==> config.mk <==
export PLATFORM = sky130hd
export DESIGN_NAME = ucsbece154b_mem_arbiter
export DESIGN_NICKNAME = d
export VERILOG_FILES = /design/src/rtl/ucsbece154b_mem_arbiter_pkg.sv /design/src/rtl/ucsbece154b_mem_arbiter_rr_arbiter2.sv /design/src/rtl/ucsbece154b_mem_arbiter.sv
export SDC_FILE = /design/constraint.sdc
export NUM_CORES = 1
export LEC_CHECK = 0
export ABC_AREA = 1
export ABC_CLOCK_PERIOD_IN_PS = 1550
export CORE_AREA = 4 4 120 151
export DETAILED_ROUTE_END_ITERATION = 8
export DIE_AREA = 0 0 124 155
export PLACE_DENSITY = 0.76
export SYNTH_ARGS = -nofsm -noshare
export SYNTH_HDL_FRONTEND = slang
export SYNTH_SLANG_ARGS = --single-unit
==> constraint.sdc <==
create_clock -name clk -period 1.55 [get_ports clk]
set_clock_uncertainty 0.2 [all_clocks]
set_input_delay 0.31 -clock clk [delete_from_list [all_inputs] [get_ports clk]]
set_output_delay 0.31 -clock clk [all_outputs]
set_load 0.01 [all_outputs]
==> src/rtl/ucsbece154b_mem_arbiter_pkg.sv <==
// ---------------------------------------------------------------------------
// ucsbece154b_mem_arbiter_pkg
//   Shared definitions for the backing-memory arbiter:
//     - arb_state_t : arbiter FSM states (ARB_IDLE, ARB_I, ARB_D)
//     - GNT_I/GNT_D : grant encoding; also the bit position of each side in
//                     the 2-bit request/grant vectors
//     - rr_pick     : round-robin choice between the two requesters
// ---------------------------------------------------------------------------
package ucsbece154b_mem_arbiter_pkg;

   typedef enum logic [1:0] {
      ARB_IDLE = 2'd0,
      ARB_I    = 2'd1,
      ARB_D    = 2'd2
   } arb_state_t;

   localparam logic GNT_I = 1'b0;
   localparam logic GNT_D = 1'b1;

   // One-hot grant for req = {d, i}. On a tie the side that did not win
   // last time gets the grant.
   function automatic logic [1:0] rr_pick(input logic [1:0] req,
                                          input logic       last_grant);
      logic [1:0] g;
      g = 2'b00;
      case (req)
         2'b01:   g = 2'b01;
         2'b10:   g = 2'b10;
         2'b11:   g = (last_grant == GNT_D) ? 2'b01 : 2'b10;
         default: g = 2'b00;
      endcase
      return g;
   endfunction

endpackage

==> src/rtl/ucsbece154b_mem_arbiter_rr_arbiter2.sv <==
// ---------------------------------------------------------------------------
// ucsbece154b_rr_arbiter2
//   Two-requester round-robin picker. Holds last_grant, which resets to D so
//   that the icache side wins the first tie after reset.
//
// Ports:
//   clk     in   clock
//   reset   in   synchronous, active-high reset
//   req     in   [1:0] requests, bit GNT_I = icache, bit GNT_D = data
//   gnt_en  in   grant may be issued this cycle
//   gnt     out  [1:0] one-hot grant (combinational), zero when !gnt_en
// ---------------------------------------------------------------------------
module ucsbece154b_rr_arbiter2
   import ucsbece154b_mem_arbiter_pkg::*;
(
   input  logic       clk,
   input  logic       reset,
   input  logic [1:0] req,
   input  logic       gnt_en,
   output logic [1:0] gnt
);

   logic last_grant;

   assign gnt = gnt_en ? rr_pick(req, last_grant) : 2'b00;

   always_ff @(posedge clk) begin
      if (reset) begin
         last_grant <= GNT_D;
      end else if (|gnt) begin
         last_grant <= gnt[GNT_D] ? GNT_D : GNT_I;
      end
   end

endmodule

==> src/rtl/ucsbece154b_mem_arbiter.sv <==
// ---------------------------------------------------------------------------
// ucsbece154b_mem_arbiter
//   Shares the single backing-memory port between the icache refill path
//   (BLOCK_WORDS-word bursts) and the data path (single-word reads/writes).
//   Round-robin on simultaneous requests; a transaction is never interleaved
//   with another. All outputs are registered and reset to zero.
//
//   Optional build macro ARB_CRITICAL_WORD_FIRST_EN: when defined, a refill
//   burst starts at the missed word and wraps within the block; otherwise it
//   always starts at word 0.
//
// Parameters:
//   BLOCK_WORDS  words per icache block (power of 2, 2..16)
//   ADDR_W       byte-address width
//
// Ports:
//   clk, reset                 clock, synchronous active-high reset
//   i_req_i, i_addr_i          icache refill request / miss byte address
//   i_valid_o, i_data_o        one-cycle refill word strobe and data
//   i_last_o                   final word of a burst
//   d_req_i, d_we_i            data request, 1 = write
//   d_addr_i, d_wdata_i        word-aligned address, write data
//   d_rdata_o, d_done_o        read data, one-cycle completion strobe
//   mem_req_o, mem_we_o        memory request (held until ack), write enable
//   mem_addr_o, mem_wdata_o    word-aligned address, write data
//   mem_ack_i, mem_rdata_i     access complete, read data
// ---------------------------------------------------------------------------
module ucsbece154b_mem_arbiter
   import ucsbece154b_mem_arbiter_pkg::*;
#(
   parameter int BLOCK_WORDS = 4,
   parameter int ADDR_W      = 32
)(
   input  logic              clk,
   input  logic              reset,
   input  logic              i_req_i,
   input  logic [ADDR_W-1:0] i_addr_i,
   output logic              i_valid_o,
   output logic [31:0]       i_data_o,
   output logic              i_last_o,
   input  logic              d_req_i,
   input  logic              d_we_i,
   input  logic [ADDR_W-1:0] d_addr_i,
   input  logic [31:0]       d_wdata_i,
   output logic [31:0]       d_rdata_o,
   output logic              d_done_o,
   output logic              mem_req_o,
   output logic              mem_we_o,
   output logic [ADDR_W-1:0] mem_addr_o,
   output logic [31:0]       mem_wdata_o,
   input  logic              mem_ack_i,
   input  logic [31:0]       mem_rdata_i
);

   localparam int             OFF      = $clog2(BLOCK_WORDS);
   localparam logic [OFF-1:0] LAST_CNT = OFF'(BLOCK_WORDS - 1);

   arb_state_t            state;
   logic [OFF-1:0]        idx;        // word index within the block
   logic [OFF-1:0]        idx_next;
   logic [OFF-1:0]        cnt;        // words already delivered
   logic [OFF-1:0]        start_idx;
   logic [ADDR_W-OFF-3:0] i_base;     // block address latched at grant
   logic [1:0]            gnt;
   logic                  unused_addr_bits;

`ifdef ARB_CRITICAL_WORD_FIRST_EN
   assign start_idx = i_addr_i[OFF+1:2];
`else
   assign start_idx = '0;
`endif

   // Byte offset bits never reach the memory address; word-select bits only
   // do so in the critical-word-first build.
   assign unused_addr_bits = ^i_addr_i[OFF+1:0];

   // Power-of-2 block size: the natural wrap of idx is the modulo.
   assign idx_next = idx + OFF'(1);

   ucsbece154b_rr_arbiter2 u_rr (
      .clk    (clk),
      .reset  (reset),
      .req    ({d_req_i, i_req_i}),
      .gnt_en (state == ARB_IDLE),
      .gnt    (gnt)
   );

   always_ff @(posedge clk) begin
      if (reset) begin
         state       <= ARB_IDLE;
         idx         <= '0;
         cnt         <= '0;
         i_base      <= '0;
         i_valid_o   <= 1'b0;
         i_data_o    <= '0;
         i_last_o    <= 1'b0;
         d_rdata_o   <= '0;
         d_done_o    <= 1'b0;
         mem_req_o   <= 1'b0;
         mem_we_o    <= 1'b0;
         mem_addr_o  <= '0;
         mem_wdata_o <= '0;
      end else begin
         // Strobes are single-cycle unless re-raised below.
         i_valid_o <= 1'b0;
         i_last_o  <= 1'b0;
         d_done_o  <= 1'b0;

         case (state)
            ARB_IDLE: begin
               if (gnt[GNT_I]) begin
                  state      <= ARB_I;
                  i_base     <= i_addr_i[ADDR_W-1:OFF+2];
                  idx        <= start_idx;
                  cnt        <= '0;
                  mem_req_o  <= 1'b1;
                  mem_we_o   <= 1'b0;
                  mem_addr_o <= {i_addr_i[ADDR_W-1:OFF+2], start_idx, 2'b00};
               end else if (gnt[GNT_D]) begin
                  state       <= ARB_D;
                  mem_req_o   <= 1'b1;
                  mem_we_o    <= d_we_i;
                  mem_addr_o  <= d_addr_i;
                  mem_wdata_o <= d_wdata_i;
               end
            end

            ARB_I: begin
               if (mem_req_o && mem_ack_i) begin
                  i_valid_o <= 1'b1;
                  i_data_o  <= mem_rdata_i;
                  if (cnt == LAST_CNT) begin
                     i_last_o  <= 1'b1;
                     mem_req_o <= 1'b0;
                     state     <= ARB_IDLE;
                  end else begin
                     // Keep mem_req_o high so the next word follows back-to-back.
                     cnt        <= cnt + OFF'(1);
                     idx        <= idx_next;
                     mem_addr_o <= {i_base, idx_next, 2'b00};
                  end
               end
            end

            ARB_D: begin
               if (mem_req_o && mem_ack_i) begin
                  d_done_o  <= 1'b1;
                  mem_req_o <= 1'b0;
                  state     <= ARB_IDLE;
                  if (!mem_we_o) begin
                     d_rdata_o <= mem_rdata_i;
                  end
               end
            end

            default: begin
               state     <= ARB_IDLE;
               mem_req_o <= 1'b0;
            end
         endcase
      end
   end

endmodule
==> metrics.txt <==
die width=124 um; Placed Area=9615 um2; H-tree Lvls=4; DR WL/cell=between 15 and 20 um; Final setup viols=a little under 80; VDD IR max=781.8 uV; Nets=roughly 1300; Final Instance Count excl. Fillers=1401; fin crit period=around 1.6 ns; ys async rst share=0%; gr busiest metal=met2; sequential cell area fraction in the yosys report=a little over half; total grt overflow=0; Rows=53; Synth Register Bits=roughly 170; fin crit share=105.9%; Worst setup EP type=register; Root Buffer=clkbuf_16; vias in the first global route=6449; cell area after layout=10680 um2; Least-Margin Pin Slew=0.3373 ns; Critical Path Slowest Stage Cell=dfxtp_4; CTS tree=yes; # DRC=0; Clock transition at path regs=about 0.07 ns; pwr dens=1190 nW/um2; Yosys cell types=23; initial antenna violation count=1; Worst path max stage delay=0.37 ns; main area contributors after synthesis=dfxtp_1, nor2_1, o21ai_0, nand2_1, a21oi_1; clk sinks=168; syn nets=1012; Initial Util=38.71%; Hold Vio Cnt, Final=0; first-pass GRT wire length=31940 um; Leakage=4.496 nW; most frequent CP cell=nor2_1; Crit Path Max Fanout=7; pin count of the biggest net entering global routing=64; ys flop type=dfxtp_1; port bufs=around 260; via count=6918; R2R Setup Slk=-0.09 ns; unrepaired setup endpoints after global routing=true; CP cell instances=nor2_4, buf_6, nand3_4, nand2_8, clkbuf_16, nor2_1, nor2_1, nor2_1; met1 usage=23.99%; type of element launching the critical path=register; crit-path leading delay family=simple AND/OR/NAND/NOR gates; violated checks=setup timing; largest area contributor in the netlist=dfxtp_1; Mean Syn Cell Area=7.346 um2; dpl hpwl=14130 um; WS Path Type=register to register; Synth Instances=between 800 and 900; die area=19220 um2; IO Pins=around 270; cts bufs inserted=17; max cap viols=0; Worst Path Required=1.66 ns; worst path bufs/invs=2; synthesized area=6442 um2; Die H=155 um; final setup margin=-0.09103 ns; placer congestion estimate=0.7930; drt pass-1 iters=5; dpl cells=~1300; Clock Latency Late Sink=0.42 ns; area delta synth->final=65.72%; total length of routed wires=22420 um; share of the synthesized area in the top cell type=52.20%; Core Box Area=16640 um2; fin. max-slew vios=0; deepest clock path buffer count=2; EDFF count, synth=0; Total Power=about 13 mW; DR iter-0 viols=524; layout cells sized above 1=19.92%; met3 Use GR=5.855%; Hold Crit Class=register to register; Total GRT Usage=20.92%; GRT met2 Usage=35.29%; YS warnings=0; CTS hold repair buffers=0; status=finished with violations; CP arrival=1.75 ns; drt via density=4.938; Worst slew margin=between 70% and 80%; Max Fclk=just over 0.6 GHz; Post-DRT Antenna Nets=0
-- synth_stat cells, types with 4 or more instances --
| master | count |
|---|---|
| nor2_1 | 286 |
| dfxtp_1 | 168 |
| o21ai_0 | 120 |
| nand2_1 | 78 |
| a21oi_1 | 40 |
| inv_1 | 39 |
| clkbuf_1 | 29 |
| nand3_1 | 29 |
| nand4_1 | 28 |
| buf_2 | 21 |
| o21ai_1 | 14 |
| buf_1 | 6 |
| buf_4 | 4 |
-- cell families after synthesis --
kind of cell | count (synthesis) | share of synthesized area, %
AO/OA/AOI/OAI | 176 | 13.77
adder cells (fa/ha/maj) | 1 | 0.1942
buffers and inverters | 102 | 6.584
flip-flops | 168 | 52.20
AND/OR/NAND/NOR | 430 | 27.25
-- power breakdown --
group | total (mW) | internal [mW] | switching [mW]
clock | 4.64 | 2.91 | 1.73
sequential | 4.91 | 4.71 | 0.207
combinational | 3.15 | 1.58 | 1.58
-- layout make-up --
| class | count | area (um2) |
|---|---|---|
| clock inverter | 11 | 195.2 |
| fill | 1387 | 5968 |
| multi-input combinational | 607 | 2872 |
| timing repair buffer | 331 | 3332 |
| antenna | 1 | 2.502 |
| sequential | 168 | 3381 |
| clock buffer | 21 | 450.4 |
| inverter | 42 | 168.9 |
| tap | 220 | 275.3 |
-- flip-flops by register name (all words and copies together), names as in the netlist --
name             cells
cnt                  2
d_done_o             1
d_rdata_o           32
i_base              28
i_data_o            32
i_last_o             1
i_valid_o            1
idx                  2
mem_addr_o          32
mem_req_o            1
mem_wdata_o         32
mem_we_o             1
state                2
u_rr.last_grant      1
-- per-stage QoR --
step	hold slack [ns]	utilization, %	setup WS [ns]	setup TNS [ns]
CTS	0.2448	62.85	-0.09291	-0.9757
detailed placement	0.2507	57.77	-0.4723	-58.48
finish	0.2570	64.14	-0.09103	-2.620
floorplan	0.2283	-	0.02389	0
global placement	0.2461	57.77	-0.4416	-55.98
global route	0.2487	64.14	-0.1422	-7.335
-- placed cells by master (no fill, tap or decap), types with 17 or more instances in the layout --
master,netlist,final
a21oi_1,40,37
buf_12,0,17
buf_4,4,31
clkbuf_16,0,25
clkbuf_2,0,56
clkdlybuf4s15_1,0,57
clkdlybuf4s50_1,0,128
dfxtp_1,168,158
inv_1,39,35
nand2_1,78,73
nand3_1,29,23
nand4_1,28,28
nor2_1,286,262
nor2_2,0,19
o21ai_0,120,76
o21ai_1,14,57
-- worst paths after layout --
kind | from | depth (start not counted) | to
worst max register to register | state[1] | 8 | mem_addr_o[7]
worst min register to register | i_base[7] | 2 | i_base[7]
worst max-delay path | state[1] | 8 | mem_addr_o[7]
worst min-delay path | i_base[7] | 2 | i_base[7]
-- metal layers --
metal / vias up / wire length, um
li1: 3429 / -
met1: 3162 / 8591
met2: 280 / 11310
met3: 47 / 1743
met4: 0 / 765
met5: - / 0
-- tightest hold or removal path: stages, from the launching register on --
cell,delay [ns]
dfxtp_1,0.31
nand2_1,0.06
a21oi_1,0.05
-- repair_timing --
action | in CTS | in global routing
cloned | 5 | 9
endpoints found under the setup margin | 237 | 245
buffers inserted | 6 | 4
pin swaps | 2 | 40
gates resized for setup | 265 | 210
(Power assumes the default switching activity.)
